## src/rtl/pipelined_cla_addsub.sv

```systemverilog
// Pipelined carry-lookahead adder/subtractor. The carry chain is cut into STAGES slices,
// one slice resolved per register stage, with a valid/ready handshake on both sides.
module pipelined_cla_addsub #(
    parameter int WIDTH  = 34,
    parameter int GROUP  = 8,
    parameter int STAGES = 2
) (
    input  logic             clock,
    input  logic             reset,
    input  logic             in_valid,
    output logic             in_ready,
    input  logic [WIDTH-1:0] x,
    input  logic [WIDTH-1:0] y,
    input  logic             sub,
    input  logic             cin,
    output logic             out_valid,
    input  logic             out_ready,
    output logic [WIDTH-1:0] sum,
    output logic             cout,
    output logic             overflow,
    output logic             zero
);
    localparam int SLICE = (WIDTH + STAGES - 1) / STAGES;
    localparam int PW    = SLICE * STAGES;
    localparam int NR    = (STAGES > 1) ? STAGES - 1 : 1;
    localparam int L     = STAGES - 1;

    // Handshake: a beat transfers on in_valid && in_ready, a result retires on
    // out_valid && out_ready; every stage moves together whenever the output slot is free or draining.
    logic adv;
    assign adv      = !out_valid || out_ready;
    assign in_ready = adv;

    // Inter-stage registers: operands still to be resolved, partial sum, slice carry, valid.
    logic [PW-1:0] a_r [NR];
    logic [PW-1:0] b_r [NR];
    logic [PW-1:0] s_r [NR];
    logic [NR-1:0] c_r;
    logic [NR-1:0] v_r;

    logic [WIDTH-1:0]  yb;
    logic [PW-1:0]     st_a [STAGES];
    logic [PW-1:0]     st_b [STAGES];
    logic [PW-1:0]     st_s [STAGES];
    logic [STAGES-1:0] st_c;
    logic [STAGES-1:0] st_v;
    logic [PW-1:0]     nx_s [STAGES];
    logic [STAGES-1:0] nx_c;
    logic [SLICE:0]    slice_r;
    logic [PW:0]       fin_ext;
    logic [WIDTH-1:0]  fin_sum;
    logic              fin_cout;
    logic              fin_ovf;
    logic              fin_zero;

    // Group lookahead over one slice: per-group G/P folded into the group carry chain,
    // bits inside a group take their carry from the group carry-in.
    function automatic logic [SLICE:0] slice_add(input logic [SLICE-1:0] a,
                                                 input logic [SLICE-1:0] b,
                                                 input logic             ci);
        logic [SLICE-1:0] g;
        logic [SLICE-1:0] p;
        logic [SLICE-1:0] s;
        logic             gc;
        logic             bc;
        logic             grp_g;
        logic             grp_p;
        g     = a & b;
        p     = a ^ b;
        s     = '0;
        gc    = ci;
        bc    = ci;
        grp_g = 1'b0;
        grp_p = 1'b1;
        for (int i = 0; i < SLICE; i++) begin
            if (i % GROUP == 0) begin
                grp_g = 1'b0;
                grp_p = 1'b1;
                bc    = gc;
            end
            s[i]  = p[i] ^ bc;
            bc    = g[i] | (p[i] & bc);
            grp_g = g[i] | (p[i] & grp_g);
            grp_p = grp_p & p[i];
            if ((i % GROUP == GROUP - 1) || (i == SLICE - 1)) begin
                gc = grp_g | (grp_p & gc);
            end
        end
        return {gc, s};
    endfunction

    always_comb begin
        yb      = sub ? ~y : y;
        slice_r = '0;
        st_a[0] = PW'(x);
        st_b[0] = PW'(yb);
        st_s[0] = '0;
        st_c[0] = sub | cin;
        st_v[0] = in_valid;
        for (int k = 1; k < STAGES; k++) begin
            st_a[k] = a_r[k-1];
            st_b[k] = b_r[k-1];
            st_s[k] = s_r[k-1];
            st_c[k] = c_r[k-1];
            st_v[k] = v_r[k-1];
        end
        for (int k = 0; k < STAGES; k++) begin
            slice_r = slice_add(st_a[k][k*SLICE +: SLICE], st_b[k][k*SLICE +: SLICE], st_c[k]);
            nx_s[k] = st_s[k];
            nx_s[k][k*SLICE +: SLICE] = slice_r[SLICE-1:0];
            nx_c[k] = slice_r[SLICE];
        end
        // Operands are zero-padded above WIDTH, so the carry out of bit WIDTH-1 lands at bit WIDTH.
        fin_ext  = {nx_c[L], nx_s[L]};
        fin_sum  = fin_ext[WIDTH-1:0];
        fin_cout = fin_ext[WIDTH];
        fin_ovf  = (st_a[L][WIDTH-1] == st_b[L][WIDTH-1]) && (fin_sum[WIDTH-1] != st_a[L][WIDTH-1]);
        fin_zero = (fin_sum == '0);
    end

    always_ff @(posedge clock or posedge reset) begin
        if (reset) begin
            for (int k = 0; k < NR; k++) begin
                a_r[k] <= '0;
                b_r[k] <= '0;
                s_r[k] <= '0;
            end
            c_r       <= '0;
            v_r       <= '0;
            out_valid <= 1'b0;
            sum       <= '0;
            cout      <= 1'b0;
            overflow  <= 1'b0;
            zero      <= 1'b0;
        end else if (adv) begin
            for (int k = 0; k < STAGES - 1; k++) begin
                a_r[k] <= st_a[k];
                b_r[k] <= st_b[k];
                s_r[k] <= nx_s[k];
                c_r[k] <= nx_c[k];
                v_r[k] <= st_v[k];
            end
            out_valid <= st_v[L];
            sum       <= fin_sum;
            cout      <= fin_cout;
            overflow  <= fin_ovf;
            zero      <= fin_zero;
        end
    end
endmodule

```

## config.mk

```make
export PLATFORM = sky130hd
export DESIGN_NAME = pipelined_cla_addsub
export DESIGN_NICKNAME = d
export VERILOG_FILES = /design/src/rtl/pipelined_cla_addsub.sv
export SDC_FILE = /design/constraint.sdc
export NUM_CORES = 1
export LEC_CHECK = 0
export CORE_ASPECT_RATIO = 1.75
export CORE_MARGIN = 3
export CORE_UTILIZATION = 46
export CTS_CLUSTER_DIAMETER = 100
export DETAILED_ROUTE_END_ITERATION = 10
export PLACE_DENSITY_LB_ADDON = 0.3
export SLEW_MARGIN = 40
export SYNTH_ARGS = -nofsm -noshare
export SYNTH_HDL_FRONTEND = slang
export SYNTH_SLANG_ARGS = --single-unit
```

## constraint.sdc

```tcl
create_clock -name clock -period 4.65 [get_ports clock]
set_input_delay 0.93 -clock clock [delete_from_list [all_inputs] [get_ports clock]]
set_output_delay 0.93 -clock clock [all_outputs]
set_load 0.005 [all_outputs]
```

==> summary.log <==
INFO  final_layout   final_layout_fill_cell_count=899
INFO  sta            final.min_clock_period=4.61ns
INFO  pwr            vdd.ir_drop.worst=0.000360V
INFO  sta            worst_hold_slack=0.463ns
INFO  pwr            clock_power_share=25.4%
INFO  sta            setup_viol=0
INFO  yosys          ys.warnings.count=0
INFO  worst_setup_path sort_of_element_at_the_start_of_the_critical_path=input port
INFO  clock_network  tritoncts.num_buffers=9
INFO  yosys          post_synth_instance_area=0.00520sqmm
INFO  pwr            switch_pwr=0.989mW
INFO  clock_network  cts_max_path_bufs=2
INFO  sta            final_setup_slack_of_the_worst_path=0.0419ns
INFO  sta            hold_violation_total_from_the_final_report=0
INFO  yosys          yosysSeqAreaShare=43.8%
INFO  floorplan      placeableCoreArea=0.0109sqmm
INFO  worst_setup_path critPathMaxFanout=5
INFO  yosys          synth_commonest_cells=nand2_1, dfrtp_1, inv_1, ha_1, fa_1
INFO  status         run_status=finished clean
INFO  final_layout   drive_gt1_share=16.1%
INFO  route          drtPass1Iterations=7
INFO  placement      io_buffer_count=112
INFO  route          postRouteWirelength=13.0mm
INFO  final_layout   layout.area.seq=0.00228sqmm
INFO  route          drc_errors=0
INFO  sta            max_slew.worst_pin.slew=0.806ns
INFO  route          drt-initial-drc-count=199
INFO  grt            grt_pass1_vias=4526
INFO  floorplan      initial_core_util=47.8%
INFO  floorplan      floorplan.die_area=0.0127sqmm
INFO  yosys          most_repeated_cell_in_the_gate_level_netlist_after_synthesis=nand2_1
INFO  pwr            power.leakage=3.43nW
INFO  pwr            power.total=3.16mW
INFO  yosys          syn_nets=684
INFO  sta            totalNegativeSetupSlack=0ns
INFO  floorplan      io_pins=113
INFO  yosys          synth_top_cells_by_area=dfrtp_1, nand2_1, fa_1
INFO  sta            rsz0062_at_grt=true
INFO  job            drv_cap=0
INFO  placement      placement.cell_area=0.00664sqmm
INFO  grt            grt_pass1_wl=21.4mm
INFO  yosys          yosysUniqueCellTypes=31
INFO  placement      routabilityCongestion=0.889
INFO  yosys          number_of_instances_in_the_synthesized_netlist=547
INFO  clock_network  cts_tree=done
INFO  worst_setup_path worst_ep_required_time=4.86ns
INFO  floorplan      standard_cell_rows=50
INFO  final_layout   insertedDiodeCount=0
INFO  sta            finalMaxSlewViolations=0
INFO  yosys          yosys.area.top_type=dfrtp_1
INFO  clock_network  htree_levels=3
INFO  route          route.vias.total=4224
INFO  yosys          syn-mean-instance-area=9.51squm
INFO  grt            track_usage=21.6%
INFO  floorplan      die_width=86.4um
INFO  pwr            power.internal=2.17mW
INFO  worst_setup_path cp.arrival=4.82ns
INFO  sta            fmax=217MHz
INFO  yosys          ys_seq_elements=91
INFO  worst_setup_path setup.worst_path.class=input port to flop
INFO  placement      dp.final_hpwl=9.51mm
INFO  route          ant_nets=0
INFO  clock_network  worstSkewPairLatency=0.34ns
INFO  yosys          post_synth_edffs=0
INFO  pwr            power_density=432mW/mm^2
INFO  sta            max-slew-margin-rel=46.3%
INFO  final_layout   areaGrowthSynthToFinish=40.4%
INFO  floorplan      floorplan.die.height=147um
INFO  final_layout   multi_input_comb_area=0.00285sqmm
INFO  placement      placement.setup.worst_slack=-0.564ns
INFO  sta            period_utilization=99.1%
INFO  hold_path      hold_class=flop to flop
INFO  clock_network  cts_hold_buffers=0
INFO  yosys          synth_ff_type=dfrtp_1
INFO  grt            antenna_found_initial=0
INFO  pwr            power.switching_fraction=31.3%
INFO  worst_setup_path ff2ff_setup_slack=0.19ns
INFO  clock_network  ctsRootBufferMaster=clkbuf_16
INFO  clock_network  path_clk_slew=0.06ns
INFO  yosys          synth-async-reset-ratio=100%
INFO  grt            maximum_number_of_pins_on_one_net_before_global_route_repair=95
INFO  clock_network  tritoncts_sink_count=91
INFO  grt            total_global_routing_overflow=0
INFO  final_layout   post-route-cell-area=0.00730sqmm
INFO  final_layout   nets=834
INFO  worst_setup_path worstSetupEndpointType=flop
INFO  route          routed_via_density=5.08
INFO  route          routed_wire_length_per_instance=15.6um
INFO  pwr            pwr-share-seq=37.1%
INFO  sta            final.setup_skew=0.00543ns
INFO  yosys          synth_top_area_share=43.8%
INFO  pwr            p_comb_share=37.5%
==> cell usage in the layout (no fill, tap or decap), types with 3 or more instances in the layout <==
cell type and n:
ha_4 4, a21oi_1 23, nor2_1 26, o21ai_0 22
xnor2_1 18, dfrtp_1 91, clkdlybuf4s50_1 98, xor2_2 6
nand2_1 174, o21ai_2 3, a21oi_2 4, nand4_1 5
o211ai_1 3, nand3_1 7, dlygate4sd2_1 11, ha_1 27
clkbuf_16 9, buf_4 48, xor2_1 15, fa_2 16
nor4_1 7, inv_1 34, fa_1 14
==> power by group through the flow <==
stage / sequential [mW] / clock, mW / combinational [mW]
finish: 1.17 / 0.801 / 1.19
global route: 1.20 / 0.848 / 1.33
CTS: 1.17 / 0.818 / 1.18
detailed placement: 1.18 / 0 / 1.12
global placement: 1.18 / 0 / 1.08
floorplan: 1.17 / 0 / 0.545
==> metrics by stage <==
| step | instances | util (%) |
|---|---|---|
| 6_report | 832 | 67.1 |
| 4_1_cts | 831 | 66.4 |
| 3_3_place_gp | 798 | 61.0 |
| 2_1_floorplan | 547 | - |
| 5_1_grt | 832 | 67.1 |
| 3_5_place_dp | 798 | 61.0 |
==> logic make-up (layout without fill, tap and decap cells) <==
family,count (synthesis),after routing,share of synthesized area (%)
xor+xnor,39,39,6.57
flops,91,91,43.8
buf+inv,60,215,5.29
fa+ha+maj,63,63,19.5
compound gates,68,68,7.48
simple gates,226,226,17.4
==> state kept, by name, summed over array words and instances (netlist names), 17 cells and up <==
name	count
b_r	17
sum	34
s_r	17
a_r	17
==> worst max-delay path, cell delays in order <==
cell and delay (ns):
buf_12 0.11, buf_12 0.14, xor2_2 0.24, ha_2 0.26, nor3_1 0.09, o21bai_2 0.20
o21ai_2 0.10, fa_2 0.37, fa_2 0.36, fa_2 0.35, fa_2 0.35, fa_2 0.35
fa_2 0.36, fa_2 0.55, a21oi_2 0.05
==> worst paths after layout <==
kind                         start       to  cells past startpoint
max                            sub  s_r[14]                     15
min                        sum[23]  sum[23]                      2
max reg2reg                a_r[17]     zero                     16
min reg2reg                sum[23]  sum[23]                      2
max in group asynchronous    reset   s_r[0]                      3
min in group asynchronous    reset  sum[22]                      2
==> what timing repair did <==
action / CTS / global route
setup buffers: 16 / 1
pin swaps: 28 / 11
endpoints found under the hold margin: 0 / 0
gates resized for setup: 40 / 12
setup endpoints to repair: 6 / 4
gates cloned: 1 / 0
==> metal layers <==
metal / wire length [um] / track usage (%) / vias up
met3: 718 / 3.95 / 18
li1: - / - / 2047
met1: 4750 / 24.6 / 2032
met4: 280 / 6.94 / 0
met5: 0 / 0 / -
met2: 7240 / 39.6 / 127
==> layout make-up <==
class / count / area share [%]
inverters: 36 / 1.87
clock inverters: 5 / 1.16
clock buffers: 11 / 3.46
repair buffers: 163 / 21.1
well taps: 130 / 2.23
flip-flops and latches: 91 / 31.2
multi-input cells: 396 / 39.0
(Power assumes the default switching activity.)
